===== src/rtl/ps2_keyboard_rx.sv =====
// PS/2 keyboard receiver: synchronizes and deglitches the keyboard clock,
// deserializes 11-bit frames, and decodes E0/F0 prefixes into press/release
// events for the game mover.
// The release pulse is named key_release because "release" is a reserved
// word in SystemVerilog.
//
// state  | meaning
// -------+-----------------------------------------------------------
// IDLE   | waiting for a start bit (data=0 on a filtered falling edge)
// DATA   | shifting in 8 data bits, LSB first
// PARITY | sampling the odd-parity bit
// STOP   | sampling the stop bit, then accepting or rejecting the byte
module ps2_keyboard_rx #(
   parameter int FILTER  = 4,
   parameter int TIMEOUT = 50000
) (
   input  logic       clock,
   input  logic       reset_n,
   input  logic       ps2_clk,
   input  logic       ps2_data,
   output logic [7:0] code,
   output logic       press,
   output logic       key_release,
   output logic       extended,
   output logic       frame_err
);

   typedef enum logic [1:0] {IDLE, DATA, PARITY, STOP} state_t;

   localparam int FW = (FILTER  > 1) ? $clog2(FILTER)  : 1;
   localparam int TW = (TIMEOUT > 1) ? $clog2(TIMEOUT) : 1;
   localparam logic [FW-1:0] FILT_TC = FW'(FILTER - 1);
   localparam logic [TW-1:0] TO_TC   = TW'(TIMEOUT - 1);

   state_t        state, state_nxt;
   logic          clk_s1, clk_s2, dat_s1, dat_s2;
   logic          clk_filt;
   logic [FW-1:0] filt_cnt;
   logic [TW-1:0] to_cnt;
   logic [2:0]    bit_cnt;
   logic [7:0]    shift;
   logic          par_err;
   logic          pend_brk, pend_ext;
   logic          filt_flip, fall;
   logic          byte_ok, err_now, to_hit;

   // Two-flop synchronizers; both lines idle high.
   always_ff @(posedge clock or negedge reset_n) begin
      if (!reset_n) begin
         clk_s1 <= 1'b1;
         clk_s2 <= 1'b1;
         dat_s1 <= 1'b1;
         dat_s2 <= 1'b1;
      end else begin
         clk_s1 <= ps2_clk;
         clk_s2 <= clk_s1;
         dat_s1 <= ps2_data;
         dat_s2 <= dat_s1;
      end
   end

   // The filtered clock flips on the FILTER-th consecutive cycle of disagreement.
   assign filt_flip = (clk_s2 != clk_filt) && (filt_cnt == FILT_TC);
   assign fall      = filt_flip && clk_filt;

   // Glitch filter on the synchronized keyboard clock.
   always_ff @(posedge clock or negedge reset_n) begin
      if (!reset_n) begin
         clk_filt <= 1'b1;
         filt_cnt <= '0;
      end else if (clk_s2 == clk_filt) begin
         filt_cnt <= '0;
      end else if (filt_flip) begin
         clk_filt <= clk_s2;
         filt_cnt <= '0;
      end else begin
         filt_cnt <= filt_cnt + 1'b1;
      end
   end

   // State register.
   always_ff @(posedge clock or negedge reset_n) begin
      if (!reset_n) state <= IDLE;
      else          state <= state_nxt;
   end

   // Next-state logic plus byte-accept / error strobes for this cycle.
   always_comb begin
      state_nxt = state;
      byte_ok   = 1'b0;
      err_now   = 1'b0;
      to_hit    = (state != IDLE) && !fall && (to_cnt == TO_TC);
      unique case (state)
         IDLE: if (fall) begin
            if (dat_s2) err_now   = 1'b1;
            else        state_nxt = DATA;
         end
         DATA:   if (fall && bit_cnt == 3'd7) state_nxt = PARITY;
         PARITY: if (fall) state_nxt = STOP;
         STOP: if (fall) begin
            state_nxt = IDLE;
            if (dat_s2 && !par_err) byte_ok = 1'b1;
            else                    err_now = 1'b1;
         end
         default: state_nxt = IDLE;
      endcase
      if (to_hit) begin
         state_nxt = IDLE;
         err_now   = 1'b1;
      end
   end

   // Frame datapath: bit counter, shift register, parity check, timeout counter.
   always_ff @(posedge clock or negedge reset_n) begin
      if (!reset_n) begin
         bit_cnt <= '0;
         shift   <= '0;
         par_err <= 1'b0;
         to_cnt  <= '0;
      end else begin
         if (state_nxt == IDLE || fall) to_cnt <= '0;
         else                           to_cnt <= to_cnt + 1'b1;
         if (to_hit) begin
            bit_cnt <= '0;
         end else if (fall) begin
            unique case (state)
               IDLE:   bit_cnt <= '0;
               DATA: begin
                  shift   <= {dat_s2, shift[7:1]};
                  bit_cnt <= bit_cnt + 1'b1;
               end
               PARITY: par_err <= ~(^{shift, dat_s2});
               default: ;
            endcase
         end
      end
   end

   // Scancode decode: prefixes arm pending flags, other bytes emit events.
   always_ff @(posedge clock or negedge reset_n) begin
      if (!reset_n) begin
         code        <= 8'h00;
         press       <= 1'b0;
         key_release <= 1'b0;
         extended    <= 1'b0;
         frame_err   <= 1'b0;
         pend_brk    <= 1'b0;
         pend_ext    <= 1'b0;
      end else begin
         press       <= 1'b0;
         key_release <= 1'b0;
         frame_err   <= err_now;
         if (err_now) begin
            pend_brk <= 1'b0;
            pend_ext <= 1'b0;
         end else if (byte_ok) begin
            if (shift == 8'hE0) begin
               pend_ext <= 1'b1;
            end else if (shift == 8'hF0) begin
               pend_brk <= 1'b1;
            end else begin
               extended <= pend_ext;
               pend_brk <= 1'b0;
               pend_ext <= 1'b0;
               if (pend_brk) begin
                  key_release <= 1'b1;
               end else begin
                  code  <= shift;
                  press <= 1'b1;
               end
            end
         end
      end
   end

endmodule


===== config.mk =====
export PLATFORM = sky130hd
export DESIGN_NAME = ps2_keyboard_rx
export DESIGN_NICKNAME = d
export VERILOG_FILES = /design/src/rtl/ps2_keyboard_rx.sv
export SDC_FILE = /design/constraint.sdc
export NUM_CORES = 1
export LEC_CHECK = 0
export ABC_AREA = 0
export BUFFER_PORTS_ARGS = -buffer_cell sky130_fd_sc_hd__buf_2
export CAP_MARGIN = 20
export CORE_ASPECT_RATIO = 1.4
export CORE_MARGIN = 5
export CORE_UTILIZATION = 50
export DETAILED_ROUTE_END_ITERATION = 16
export PLACE_DENSITY = 0.67
export SLEW_MARGIN = 20
export SYNTH_ARGS = -nofsm -noshare
export SYNTH_HDL_FRONTEND = slang
export SYNTH_SLANG_ARGS = --single-unit

===== constraint.sdc =====
create_clock -name clock -period 4 [get_ports clock]
set_clock_uncertainty 0.15 [all_clocks]
set_input_delay 1.2 -clock clock [delete_from_list [all_inputs] [get_ports clock]]
set_output_delay 1.2 -clock clock [all_outputs]
set_load 0.05 [all_outputs]

==> out/qor.yml <==
layout:
  antenna_cells: 0
  finalInstanceArea_um2: 2590
  multiInputGateArea_um2: 1030
  utilization_pct: 56.6
  synthToLayoutAreaGrowth_pct: 8.79
  fillers: 433
  ff_latch_area_um2: 1280
  nets: 230
  drive_gt1_share_pct: 22.4
  final_common_cell: "dfrtp_1"
  mostFrequentLayoutCells: "46 x dfrtp_1, 18 x nor3_1, 18 x mux2_2, 14 x xnor2_1, 14 x buf_2"
  final_cells: 281
sta:
  finalSetupTns_ns: 0
  slew_violations: 0
  finalSetupViolations: 0
  slew_headroom_pct: 59.0
  finalHoldViolCount: 0
  fin_crit_sh_pct: 64.2
  tightest_slew_ns: 0.615
  rsz0062_at_grt: "false"
  finalCriticalPeriod_ns: 2.57
  max_freq_mhz: 389
yosys:
  ys_ff_latch: 51
  ys.flop_type: "dfrtp_1"
  ys_seq_area_share_pct: 53.9
  synth_cell_types: 39
  syn_area_um2: 2380
  synth_top_area_share_pct: 48.4
  synth_warnings: 0
  async_flop_share_pct: 100
  synth_edf_count: 0
  synth_fp_nets: 213
  syn_inst: 201
  avgSynthCellArea_um2: 11.8
  yosys-top-cells-area: "dfrtp_1 48%, mux2_2 8.5%, dfstp_2 5.5%"
  synth_area_leader_cell: "dfrtp_1"
clock_network:
  cts_tree: "done"
  clockBufferDepth: 2
  cts_sinks: 51
  postCtsHoldBufs: 0
  cts_buffers: 5
  cts_setup_buffers: 0
  clock_latency_ns: 0.29
  ctsResizeCount: 0
  htreeDepth: 2
  clk_pin_slew_ns: 0.08
  cts-root-buf: "clkbuf_8"
placement:
  dp_hpwl_mm: 2.99
  port_buffers: 15
  place_area_um2: 2500
  dp.cells: 273
  gp_congestion: 0.786
power_and_ir_drop:
  p_comb_share_pct: 23.1
  p_seq_share_pct: 52.9
  p_int_uw: 796
  peakVddDrop_mv: 0.244
  leakage_uw: 0.00122
  p_sw_uw: 349
  power_frac_clock_pct: 24.0
  power.density_nw_per_um2: 443
  p_total_uw: 1150
  netSwitchingFraction_pct: 30.5
routing:
  post-route-drc-count: 0
  ant_nets: 0
  wl_per_cell_um: 14.7
  routed_wl_mm: 4.13
  dr_total_vias: 1588
  first_pass_iters: 4
  drt_iter0_markers: 95
  viasPerCell: 5.65
grt:
  grt_start_max_net_pins: 52
  grt_first_pass_wirelength_mm: 7.27
  overflow: 0
  antenna_found_initial: 0
  grt_pass1_vias: 1631
  gr-usage-all-layers_pct: 15.2
die:
  core_um2: 4570
  dieArea_um2: 6250
  fp-row-count: 29
  io_pins: 16
  dieHeight_um: 91.6
  die_w_um: 68.3
  start_util_pct: 52.0
critical_path:
  start_kind: "flip-flop"
  worstPathArrival_ns: 2.60
  required_ns: 4.03
  cp_max_fo: 14
  end_kind: "flip-flop"
  r2r_setup_slack_ns: 1.43
  path_class: "flip-flop to flip-flop"
flow_run:
  max-cap-violations: 0
status:
  outcome: "complete, no violations"
worst_hold_path:
  hp-class: "flip-flop to flip-flop"
==> Yosys cell counts (3+ instances only) <==
| cell type | instances |
|---|---|
| and3b_1 | 3 |
| dfstp_2 | 5 |
| inv_1 | 6 |
| o21ai_0 | 7 |
| nor2_1 | 10 |
| nand4_1 | 5 |
| mux2_2 | 18 |
| nand3_1 | 7 |
| dfrtp_1 | 46 |
| xor2_1 | 9 |
| ha_1 | 8 |
| nor3_1 | 18 |
| xnor2_1 | 14 |
| clkbuf_1 | 4 |
| a21oi_1 | 4 |
| nand2_1 | 9 |
==> path summary, 6_finish.rpt <==
kind	from	endpoint	cells after the start
worst max-delay path	filt_cnt[0]	code[6]	5
worst min-delay path	clk_s1	clk_s2	0
worst max register to register	filt_cnt[0]	code[6]	5
worst min register to register	clk_s1	clk_s2	0
max in group asynchronous	reset_n	code[6]	1
min in group asynchronous	reset_n	to_cnt[12]	1
==> cells by family (layout without fill, tap and decap cells) <==
group / count (synthesis) / after routing / synth area share, %
compound gates: 20 / 20 / 5.74
xor+xnor: 23 / 23 / 8.47
fa+ha+maj: 8 / 8 / 4.21
buf+inv: 13 / 31 / 2.74
flops: 51 / 51 / 53.9
mux: 19 / 19 / 8.95
simple gates: 67 / 67 / 15.9
==> layer usage <==
layer	GRT usage (%)	routed length [um]	vias up
li1	-	-	746
met1	17.3	1630	797
met2	26.2	2270	34
met3	3.46	144	11
met4	6.63	89	0
met5	0	0	-
==> power groups by stage <==
stage	combinational (uW)	clock, uW	sequential (uW)
after floorplan	204	0	608
after global placement	246	0	612
after detailed placement	264	0	616
after CTS	265	283	605
after global routing	299	305	613
final	265	275	606
==> worst max-delay path, cell delays in order (launching register included) <==
cell and delay [ns]:
dfrtp_1 0.36, ha_1 0.22, and3b_1 0.55, nand3_1 0.35, nor2_2 0.43, mux2_2 0.39
==> per-stage QoR <==
step	setup WS, ns	hold slack [ns]
2_1_floorplan	1.71	0.195
3_3_place_gp	1.52	0.197
3_5_place_dp	1.40	0.197
4_1_cts	1.41	0.209
5_1_grt	1.23	0.212
6_report	1.43	0.208
==> cell type report <==
cell class              instances  share of cell area [%]
inverters                       6                   0.871
multi-input cells             137                    39.8
clock inverters                 1                   0.194
flip-flops and latches         51                    49.6
repair buffers                 17                    3.58
well taps                      62                    3.00
clock buffers                   7                    2.95
==> state kept, by name (all words and copies together) (netlist names), 2 cells and up <==
| register | cells |
|---|---|
| to_cnt | 16 |
| code | 8 |
| shift | 8 |
| filt_cnt | 2 |
| state | 2 |
| bit_cnt | 3 |
No activity file was read; power rests on OpenSTA's default activity.
